===== config.mk =====
export PLATFORM = sky130hd
export DESIGN_NAME = segment_frame_collect
export DESIGN_NICKNAME = d
export VERILOG_FILES = /design/src/rtl/segment_frame_collect.sv
export SDC_FILE = /design/constraint.sdc
export NUM_CORES = 1
export LEC_CHECK = 0
export ABC_AREA = 1
export CORE_UTILIZATION = 35
export DETAILED_ROUTE_END_ITERATION = 8
export PLACE_DENSITY = 0.6
export RECOVER_POWER = 50
export SLEW_MARGIN = 10
export SYNTH_ARGS = -nofsm -noshare
export SYNTH_HDL_FRONTEND = slang
export SYNTH_SLANG_ARGS = --single-unit
export TNS_END_PERCENT = 100

===== constraint.sdc =====
create_clock -name clk -period 2.6 [get_ports clk]
set_input_delay 0.52 -clock clk [delete_from_list [all_inputs] [get_ports clk]]
set_output_delay 0.52 -clock clk [all_outputs]
set_load 0.02 [all_outputs]

===== src/rtl/segment_frame_collect.sv =====
// Collects SEG_COUNT segment words into one frame and reports the frame's sum and maximum.
// A finished frame is held until downstream takes it; the handoff cycle can already accept the next frame's first word.
module segment_frame_collect #(
   parameter int WIDTH     = 32,
   parameter int SEG_COUNT = 8
) (
   input  logic             clk,
   input  logic             reset,
   input  logic             seg_valid,
   input  logic [WIDTH-1:0] seg_data,
   output logic             seg_ready,
   output logic             frame_valid,
   input  logic             frame_ready,
   output logic [WIDTH+7:0] frame_sum,
   output logic [WIDTH-1:0] frame_max,
   output logic [7:0]       frame_id
);

   localparam int CW = (SEG_COUNT > 1) ? $clog2(SEG_COUNT) : 1;
   localparam logic [CW-1:0] LAST = CW'(SEG_COUNT - 1);

   typedef enum logic {COLLECT = 1'b0, HOLD = 1'b1} state_t;

   function automatic logic [WIDTH-1:0] umax(input logic [WIDTH-1:0] a, input logic [WIDTH-1:0] b);
      return (b > a) ? b : a;
   endfunction

   state_t           state, state_nxt;
   logic [CW-1:0]    seg_cnt, seg_cnt_nxt;
   logic [WIDTH+7:0] acc_sum, acc_sum_nxt, frame_sum_nxt, sum_add;
   logic [WIDTH-1:0] acc_max, acc_max_nxt, frame_max_nxt, max_add;
   logic [7:0]       frame_id_nxt;
   logic             accept;

   // In HOLD the collector only takes a word on the handoff cycle, so ready follows frame_ready.
   assign seg_ready   = reset & ((state == COLLECT) | frame_ready);
   assign frame_valid = (state == HOLD);
   assign accept      = seg_valid & seg_ready;
   assign sum_add     = acc_sum + {8'd0, seg_data};
   assign max_add     = umax(acc_max, seg_data);

   // Next-state and next-accumulator logic.
   always_comb begin
      state_nxt     = state;
      seg_cnt_nxt   = seg_cnt;
      acc_sum_nxt   = acc_sum;
      acc_max_nxt   = acc_max;
      frame_sum_nxt = frame_sum;
      frame_max_nxt = frame_max;
      frame_id_nxt  = frame_id;
      case (state)
         COLLECT: begin
            if (accept && (seg_cnt == LAST)) begin
               state_nxt     = HOLD;
               frame_sum_nxt = sum_add;
               frame_max_nxt = max_add;
               seg_cnt_nxt   = '0;
               acc_sum_nxt   = '0;
               acc_max_nxt   = '0;
            end else if (accept) begin
               acc_sum_nxt = sum_add;
               acc_max_nxt = max_add;
               seg_cnt_nxt = seg_cnt + CW'(1);
            end else begin
               state_nxt = COLLECT;
            end
         end
         HOLD: begin
            if (frame_ready) begin
               state_nxt    = COLLECT;
               frame_id_nxt = frame_id + 8'd1;
               // A word offered during handoff becomes word 0 of the next frame.
               if (seg_valid) begin
                  acc_sum_nxt = {8'd0, seg_data};
                  acc_max_nxt = seg_data;
                  seg_cnt_nxt = CW'(1);
               end else begin
                  acc_sum_nxt = '0;
                  acc_max_nxt = '0;
                  seg_cnt_nxt = '0;
               end
            end else begin
               state_nxt = HOLD;
            end
         end
         default: begin
            state_nxt = COLLECT;
         end
      endcase
   end

   // State and datapath registers.
   always_ff @(posedge clk or negedge reset) begin
      if (!reset) begin
         state     <= COLLECT;
         seg_cnt   <= '0;
         acc_sum   <= '0;
         acc_max   <= '0;
         frame_sum <= '0;
         frame_max <= '0;
         frame_id  <= 8'd0;
      end else begin
         state     <= state_nxt;
         seg_cnt   <= seg_cnt_nxt;
         acc_sum   <= acc_sum_nxt;
         acc_max   <= acc_max_nxt;
         frame_sum <= frame_sum_nxt;
         frame_max <= frame_max_nxt;
         frame_id  <= frame_id_nxt;
      end
   end

endmodule


==> impl_metrics.env, run 1 <==
export IMPL_outcome="finished, violations left"
export IMPL_violations="slew limit"
export IMPL_maxSlewViolCount=41
export IMPL_gp_congestion=0.902
export IMPL_cts_sinks=156
export IMPL_grt_use_total_pct=23.1
export IMPL_antenna_found_initial=0
export IMPL_async_flop_share_pct=100
export IMPL_cts_made_buffers=17
export IMPL_required_ns=2.94
export IMPL_clk_pin_slew_ns=0.07
export IMPL_dpl_hpwl_mm=24.2
export IMPL_ioPinCount=118
export IMPL_maxCapViolCount=0
export IMPL_hold_path_endpoint="frame_sum[9]"
export IMPL_max_freq_ghz=0.410
export IMPL_placed_area_um2=12600
export IMPL_grt_pass1_vias=10300
export IMPL_first_pass_iters=7
export IMPL_slowest_stage="clkdlybuf4s50_1"
export IMPL_vias_per_cell=4.99
export IMPL_netlist_instances=1425
export IMPL_skew_ns=0.0165
export IMPL_final_area_um2=13300
export IMPL_grt_remaining_overflow=0
export IMPL_clk_path_buf_depth=2
export IMPL_wl_mm=32.7
export IMPL_r2r_cells=14
export IMPL_reg2reg_slack_ns=0.32
export IMPL_core_um2=28100
export IMPL_setup_tns_final_ns=0
export IMPL_die_w_um=172
export IMPL_syn_to_final_growth_pct=31.6
export IMPL_yosysTopAreaCellShare_pct=38.7
export IMPL_clockRootBuffer="clkbuf_16"
export IMPL_crit_buf_inv=2
export IMPL_clk_latency_ns=0.45
export IMPL_fin_nets=1759
export IMPL_diodes=0
export IMPL_synth_fp_nets=1529
export IMPL_tightest_slew_ns=1.51
export IMPL_cpMostUsedCell="nor2_1"
export IMPL_yosys_register_bits=156
export IMPL_hold_path_depth=2
export IMPL_power_switching_mw=7.72
export IMPL_worstPathArrival_ns=2.78
export IMPL_leakagePower_nw=6.89
export IMPL_initial_core_util_pct=35.9
export IMPL_cts_htree_levels=4
export IMPL_ant_nets=0
export IMPL_synth_common_cells="nand2_1, nand3_1, dfrtp_1"
export IMPL_io_buffers=117
export IMPL_fin_crit_sh_pct=93.8
export IMPL_grt_pass1_wl_mm=52.8
export IMPL_vias=10200
export IMPL_synth_most_common_cell="nand2_1"
export IMPL_power_share_switching_pct=45.8
export IMPL_combPwrFrac_pct=60.0
export IMPL_yosys_warnings=0
export IMPL_worstPathMaxFanout=5
export IMPL_ys_seq_area_share_pct=38.7
export IMPL_timing_rr_end="acc_max[25]"
export IMPL_hold_class="register to register"
export IMPL_die_area_um2=29500
export IMPL_slowest_delay_ns=0.48
export IMPL_start_kind="input pin"
export IMPL_crit_family="simple AND/OR/NAND/NOR gates"
export IMPL_synth_edf_count=0
export IMPL_fin_crit_ns=2.44
export IMPL_crit_type="input pin to register"
export IMPL_avgRoutedWirePerCell_um=16.0
export IMPL_hold_start="frame_sum[9]"
export IMPL_cts_hold_buf=0
export IMPL_drt_iter0_drc=730
export IMPL_p_total_mw=16.8
export IMPL_fp_row_count=61
export IMPL_pwr_share_seq_pct=24.7
export IMPL_grt_max_degree=102
export IMPL_crit_chain="clkdlybuf4s50_1 > ha_1 > a21oi_1 > buf_4 > o21ai_0 > a21oi_1 > nor2_1 > nor2_1 > nand2_2 > nor2_1 > nand3b_1 > nand2_1"
export IMPL_slew_headroom_pct=-0.925
export IMPL_yosys_top_cells_area="dfrtp_1, nand2_1, nand3_1"
export IMPL_startpoint="seg_data[17]"
export IMPL_synthFlopType="dfrtp_1"
export IMPL_power_density_nw_per_um2=1270
export IMPL_avgSynthCellArea_um2=7.08
export IMPL_drc=0
export IMPL_cp_end_kind="register"
export IMPL_yosysTopAreaCell="dfrtp_1"
export IMPL_finalSetupViolations=0
export IMPL_r2r_start="acc_max[23]"
export IMPL_syn_cell_area_um2=10100
export IMPL_peakVddDrop_mv=0.636
export IMPL_cts_tree="yes"
export IMPL_synth_cell_types=34
export IMPL_fp_dieH_um=172
export IMPL_p_int_mw=9.12
export IMPL_hold_violations=0
export IMPL_drive_gt1_share_pct=11.8
export IMPL_pwr_share_clk_pct=15.3
-- how the worst max path moves through the flow --
stage | end | cells past startpoint
global route | frame_sum[39] | 15
CTS | acc_max[25] | 14
global placement | acc_max[0] | 14
floorplan | acc_sum[16] | 13
detailed placement | acc_max[25] | 14
finish | frame_sum[32] | 12
-- tightest hold or removal path: cells and delay by family, from the launching register on --
family	cells	cell delay [ns]
and+or+nand+nor	2	0.10
DFF	1	0.34
-- metrics by stage --
step | worst slack, ns | cells | hold WS [ns] | util (%)
after global routing | -0.00150 | 2046 | 0.495 | 47.3
final | 0.161 | 2046 | 0.472 | 47.3
after detailed placement | -0.454 | 2014 | 0.462 | 45.0
after global placement | -0.431 | 2014 | 0.456 | 45.0
after CTS | 0.0246 | 2046 | 0.216 | 47.0
after floorplan | 0.375 | 1425 | 0.224 | -
-- flip-flops by register name, summed over array words and instances (netlist names) --
signal,cells
acc_sum,40
frame_sum,40
acc_max,32
frame_max,32
frame_id,8
seg_cnt,3
frame_valid,1
-- layout make-up --
type / count / area (µm²)
Clock buffer: 19 / 453
Clock inverter: 13 / 131
Fill cell: 2916 / 14800
Inverter: 153 / 574
Multi-Input combinational cell: 1071 / 5430
Sequential cell: 156 / 3900
Tap cell: 378 / 473
Timing Repair Buffer: 256 / 2310
-- placed cells by master (no fill, tap or decap), types with 10 or more instances in the layout --
cell / count
nand3b_1: 10
inv_1: 148
clkbuf_16: 17
nand2_1: 409
o21ai_0: 34
clkdlybuf4s50_1: 82
nand3_1: 171
dlygate4sd3_1: 27
a21oi_1: 148
buf_4: 127
nor2_1: 149
ha_1: 63
xor2_1: 13
dfrtp_1: 156
nand4_1: 12
-- power groups by stage --
| stage | Combinational (mW) | Sequential, mW | Clock, mW |
|---|---|---|---|
| after floorplan | 5.29 | 4.74 | 0 |
| after global placement | 9.88 | 4.17 | 0 |
| after detailed placement | 10.0 | 4.18 | 0 |
| after CTS | 10.1 | 4.16 | 2.62 |
| after global routing | 11.2 | 4.30 | 2.72 |
| final | 10.1 | 4.15 | 2.57 |
-- per-layer routing --
layer	share of wire [%]	track usage [%]	vias to the layer above
met1	48	31.4	4809
met3	4.6	3.66	41
met2	46	37.4	244
li1	-	-	5111
met5	0	0	-
met4	1.6	7.39	0
-- timing repair --
| item | in CTS | in global routing |
|---|---|---|
| pin swaps | 1 | 1 |
| gates cloned | 0 | 0 |
| resized for setup | 1 | 22 |
| setup buffers | 0 | 0 |
| endpoints found under the setup margin | 3 | 83 |
-- logic make-up after synthesis --
group / after synthesis / synth area share (%)
buffers and inverters: 198 / 8.20
xor gates and xnor gates: 21 / 1.82
AOI/OAI and AO/OA: 208 / 10.8
DFF: 156 / 38.7
and+or+nand+nor: 774 / 32.0
adders and majority gates: 68 / 8.51
Note: power is estimated with default switching activity, not from simulation.
==> run 2: changes to the inputs <==
- CORE_MARGIN: unset -> 4
==> run 2 against run 1 <==
The flow now finishes without violations. Die area up 7.1%. Via count about the same. Global-route usage down 2.0 points. Critical path depth unchanged. Worst setup slack worse by 0.028 ns. Final area up 0.87%. Count of clock-buffer cells in the layout down 1. Utilization up 0.41 points. Power up 1.6%. Hold slack worse by 0.0011 ns. Clock power up 6%. Critical endpoint is now acc_sum[10].
==> impl_metrics.env, run 2 (synthesized netlist as in run 1, its figures left out) <==
export IMPL_finalSetupViolations=0
export IMPL_start_kind="input pin"
export IMPL_grt_remaining_overflow=0
export IMPL_clk_latency_ns=0.44
export IMPL_skew_ns=0.0117
export IMPL_tightest_slew_ns=1.49
export IMPL_grt_pass1_wl_mm=53.4
export IMPL_first_pass_iters=5
export IMPL_grt_pass1_vias=10300
export IMPL_whs_ns=0.471
export IMPL_fin_crit_sh_pct=94.9
export IMPL_crit_type="input pin to register"
export IMPL_initial_core_util_pct=35.9
export IMPL_fin_nets=1774
export IMPL_cts_made_buffers=17
export IMPL_gp_congestion=0.892
export IMPL_clk_pin_slew_ns=0.07
export IMPL_worstPathMaxFanout=5
export IMPL_maxCapViolCount=0
export IMPL_seqCellArea_um2=3900
export IMPL_drc=0
export IMPL_hold_class="register to register"
export IMPL_core_um2=28100
export IMPL_io_buffers=117
export IMPL_grt_max_degree=102
export IMPL_mostFrequentLayoutCells="nand2_1, nand3_1, dfrtp_1"
export IMPL_avgRoutedWirePerCell_um=15.7
export IMPL_antenna_found_initial=1
export IMPL_vias=10200
export IMPL_wl_mm=32.4
export IMPL_ant_nets=0
export IMPL_ioPinCount=118
export IMPL_final_core_util_pct=47.7
export IMPL_max_freq_ghz=0.405
export IMPL_power_density_nw_per_um2=1280
export IMPL_top_regs="acc_sum x40, frame_sum x40"
export IMPL_die_w_um=178
export IMPL_slew_headroom_pct=0.717
export IMPL_final_area_um2=13400
export IMPL_fp_dieH_um=178
export IMPL_drive_gt1_share_pct=12.3
export IMPL_cts_htree_levels=4
export IMPL_outcome="complete, no violations"
export IMPL_cts_tree="yes"
export IMPL_fin_cells=2060
export IMPL_syn_to_final_growth_pct=32.7
export IMPL_dpl_hpwl_mm=24.2
export IMPL_fin_crit_ns=2.47
export IMPL_final_setup_worst_slack_ns=0.133
export IMPL_fp_row_count=61
export IMPL_maxSlewViolCount=0
export IMPL_placed_area_um2=12700
export IMPL_placed_cells=2028
export IMPL_cts_sinks=156
export IMPL_leakagePower_nw=6.95
export IMPL_die_area_um2=31600
export IMPL_vias_per_cell=4.96
export IMPL_cp_end_kind="register"
export IMPL_drt_iter0_drc=772
export IMPL_diodes=0
export IMPL_peakVddDrop_mv=0.740
export IMPL_final_common_cell="nand2_1"
export IMPL_worstPathArrival_ns=2.82
export IMPL_grt_use_total_pct=21.1
export IMPL_multi_input_area_um2=5400
export IMPL_clk_path_buf_depth=2
export IMPL_pre_cts_ws_ns=-0.396
export IMPL_required_ns=2.95
export IMPL_hold_violations=0
export IMPL_clockRootBuffer="clkbuf_16"
export IMPL_n_fill_cell=2921
export IMPL_cts_hold_buf=0
-- run 2: final cells by class --
cell class,count,share of cell area (%)
sequential,156,29.1
timing repair buffer,271,18.1
clock inverter,13,1.43
inverter,153,4.29
clock buffer,18,3.20
multi-input combinational,1071,40.3
tap,378,3.53
-- run 2: critical path, stage by stage --
cell and delay, ns:
clkdlybuf4s50_1 0.50, ha_1 0.41, nand2_1 0.11, nor2_1 0.13
inv_1 0.09, nor3_2 0.14, nand2_1 0.09, nand2_1 0.21
buf_4 0.16, xor2_1 0.22, nand2_1 0.09, a21oi_1 0.15
-- run 2: timing repair --
action / 4_1_cts / 5_1_grt
buffers inserted: 0 / 1
gates resized for setup: 0 / 23
setup endpoints to repair: 0 / 92
-- run 2: where the power goes --
group	leakage (nW)	switching (mW)	internal (mW)	total, mW
clock	0.305	1.10	1.61	2.72
sequential	1.91	0.621	3.51	4.13
combinational	4.73	5.89	4.36	10.3
-- run 2: final timing paths --
kind,startpoint,end,slack (ns),depth (start not counted)
min,frame_sum[27],frame_sum[27],0.47,2
max reg2reg,acc_sum[10],acc_sum[21],0.33,11
max,seg_data[7],acc_sum[10],0.13,12
max in group asynchronous,reset,acc_sum[27],0.64,2
min reg2reg,frame_sum[27],frame_sum[27],0.47,2
min in group asynchronous,reset,frame_id[7],0.94,2
-- run 2: per-stage QoR --
step                power, mW  TNS, ns
finish                   17.1        0
global route             18.6  -0.0633
CTS                      17.2        0
detailed placement       14.4   -36.54
global placement         14.2   -33.82
floorplan                10.0        0
-- run 2: routing by layer --
metal	global-route usage [%]	routed length, µm	vias up
met5	0	0	-
met4	4.90	415	0
met3	3.20	1480	26
met2	33.9	14700	229
met1	30.1	15800	4822
li1	-	-	5132
==> run 3: changes to the inputs <==
- clock period: 2.6 -> 2.9 ns (I/O delays scaled with it)
==> run 3 against run 2 <==
The run now ends with capacitance limit, slew limit left. Largest cell class unchanged. Clock power shrank 6%. Die area is the same. Largest power group unchanged. Hold slack gained 0.0032 ns. Critical path depth grew 3. Sequential share of layout area grew 1.1 points. Critical path type unchanged. Register-to-register slack gained 0.19 ns.
==> impl_metrics.env, run 3 (synthesized netlist as in run 1, its figures left out) <==
export IMPL_die_w_um=178
export IMPL_grt_remaining_overflow=0
export IMPL_io_buffers=117
export IMPL_top_regs="acc_sum x40, frame_sum x40"
export IMPL_skew_ns=0.00812
export IMPL_crit_chain="clkdlybuf4s50_1 > ha_1 > nand2_1 > nand3_1 > nand3_1 > nand2_1 > nand2_1 > nand2_1 > nand2_1 > nand2_1 > nand3_1 > nand2_1 > nand2_1 > nand3_1 > nand2_1"
export IMPL_hold_path_depth=2
export IMPL_power_share_switching_pct=45.2
export IMPL_first_pass_iters=5
export IMPL_cts_htree_levels=4
export IMPL_outcome="finished, violations left"
export IMPL_crit_type="input pin to register"
export IMPL_leakagePower_nw=6.63
export IMPL_combPwrFrac_pct=58.0
export IMPL_vias_per_cell=4.99
export IMPL_dpl_hpwl_mm=23.8
export IMPL_required_ns=3.22
export IMPL_start_kind="input pin"
export IMPL_p_total_mw=14.9
export IMPL_crit_buf_inv=1
export IMPL_maxCapViolCount=1
export IMPL_reg2reg_slack_ns=0.52
export IMPL_cts_tree="yes"
export IMPL_slew_headroom_pct=-9.95
export IMPL_clk_latency_ns=0.43
export IMPL_worst_path_stages=15
export IMPL_drive_gt1_share_pct=8.54
export IMPL_setup_tns_final_ns=0
export IMPL_peakVddDrop_mv=0.854
export IMPL_grt_use_total_pct=20.6
export IMPL_cts_resized=0
export IMPL_wl_mm=31.8
export IMPL_slowest_delay_ns=0.51
export IMPL_cp_end_kind="register"
export IMPL_vias=10000
export IMPL_die_area_um2=31600
export IMPL_clockRootBuffer="clkbuf_16"
export IMPL_drc=0
export IMPL_pwr_share_seq_pct=24.9
export IMPL_placed_cells=1974
export IMPL_drt_iter0_drc=705
export IMPL_hold_violations=0
export IMPL_tightest_slew_ns=1.65
export IMPL_fin_crit_ns=2.73
export IMPL_avgRoutedWirePerCell_um=15.9
export IMPL_fp_row_count=61
export IMPL_fin_crit_sh_pct=94.2
export IMPL_slowest_stage="clkdlybuf4s50_1"
export IMPL_cpMostUsedCell="nand2_1"
export IMPL_cts_sinks=156
export IMPL_fin_nets=1719
export IMPL_worstPathMaxFanout=6
export IMPL_grt_pass1_vias=9906
export IMPL_syn_to_final_growth_pct=27.9
export IMPL_pwr_share_clk_pct=17.1
export IMPL_crit_family="simple AND/OR/NAND/NOR gates"
export IMPL_clk_path_buf_depth=2
export IMPL_rsz0062_at_grt="no"
export IMPL_mostFrequentLayoutCells="nand2_1, nand3_1, dfrtp_1"
export IMPL_violations="capacitance limit, slew limit"
export IMPL_finalSetupViolations=0
export IMPL_cts_hold_buf=0
export IMPL_maxSlewViolCount=62
export IMPL_final_common_cell="nand2_1"
export IMPL_grt_max_degree=68
export IMPL_grt_pass1_wl_mm=52.0
export IMPL_ioPinCount=118
export IMPL_fin_cells=2006
export IMPL_ant_nets=0
export IMPL_cts_made_buffers=17
export IMPL_r2r_cells=14
export IMPL_p_int_mw=8.16
export IMPL_fp_dieH_um=178
export IMPL_core_um2=28100
export IMPL_hold_class="register to register"
export IMPL_power_switching_mw=6.74
export IMPL_power_density_nw_per_um2=1150
export IMPL_antenna_found_initial=0
export IMPL_gp_congestion=0.939
export IMPL_initial_core_util_pct=35.9
export IMPL_max_freq_ghz=0.366
export IMPL_worstPathArrival_ns=3.06
export IMPL_cts_setup_buffers=0
export IMPL_clk_pin_slew_ns=0.07
export IMPL_diodes=0
## run 3: worst paths after layout
check	start	to
hold reg to reg	frame_max[21]	frame_max[21]
min in group asynchronous	reset	frame_max[15]
setup / recovery	seg_data[2]	frame_sum[35]
setup reg to reg	acc_sum[2]	frame_sum[35]
hold / removal	frame_max[21]	frame_max[21]
max in group asynchronous	reset	acc_sum[28]
## run 3: area by class of cell
class,instances,area (µm²)
Clock inverter,13,213
Inverter,153,574
Tap cell,378,473
Multi-Input combinational cell,1071,5350
Fill cell,2962,15200
Timing Repair Buffer,216,1960
Sequential cell,156,3900
Clock buffer,19,433
## run 3: metrics by stage
stage / hold slack, ns / setup slack, ns / utilization (%) / area, µm²
after CTS: 0.325 / 0.225 / 46.1 / 12900
after floorplan: 0.284 / 0.615 / - / 10100
after detailed placement: 0.461 / -0.220 / 43.8 / 12300
after global routing: 0.504 / 0.00101 / 46.0 / 12900
final: 0.474 / 0.167 / 46.0 / 12900
after global placement: 0.458 / -0.183 / 43.8 / 12300
## run 3: power by group through the flow
stage / registers (mW) / clock network, mW / logic, mW
6_report: 3.72 / 2.55 / 8.64
5_1_grt: 3.85 / 2.67 / 9.67
4_1_cts: 3.73 / 2.60 / 8.73
3_5_place_dp: 3.76 / 0 / 8.67
3_3_place_gp: 3.75 / 0 / 8.60
2_1_floorplan: 4.25 / 0 / 4.74
## run 3: per-layer routing
metal / up-vias / global-route usage, % / part of all wire [%]
met2: 254 / 32.3 / 44
met1: 4711 / 29.8 / 49
met3: 25 / 3.56 / 5.4
li1: 5016 / - / -
met4: 0 / 4.71 / 1.2
met5: - / 0 / 0
## run 3: worst min-delay path, stage by stage (launching register included)
cell and delay [ns]:
dfrtp_1 0.34, nand2_1 0.05, nand2_1 0.05
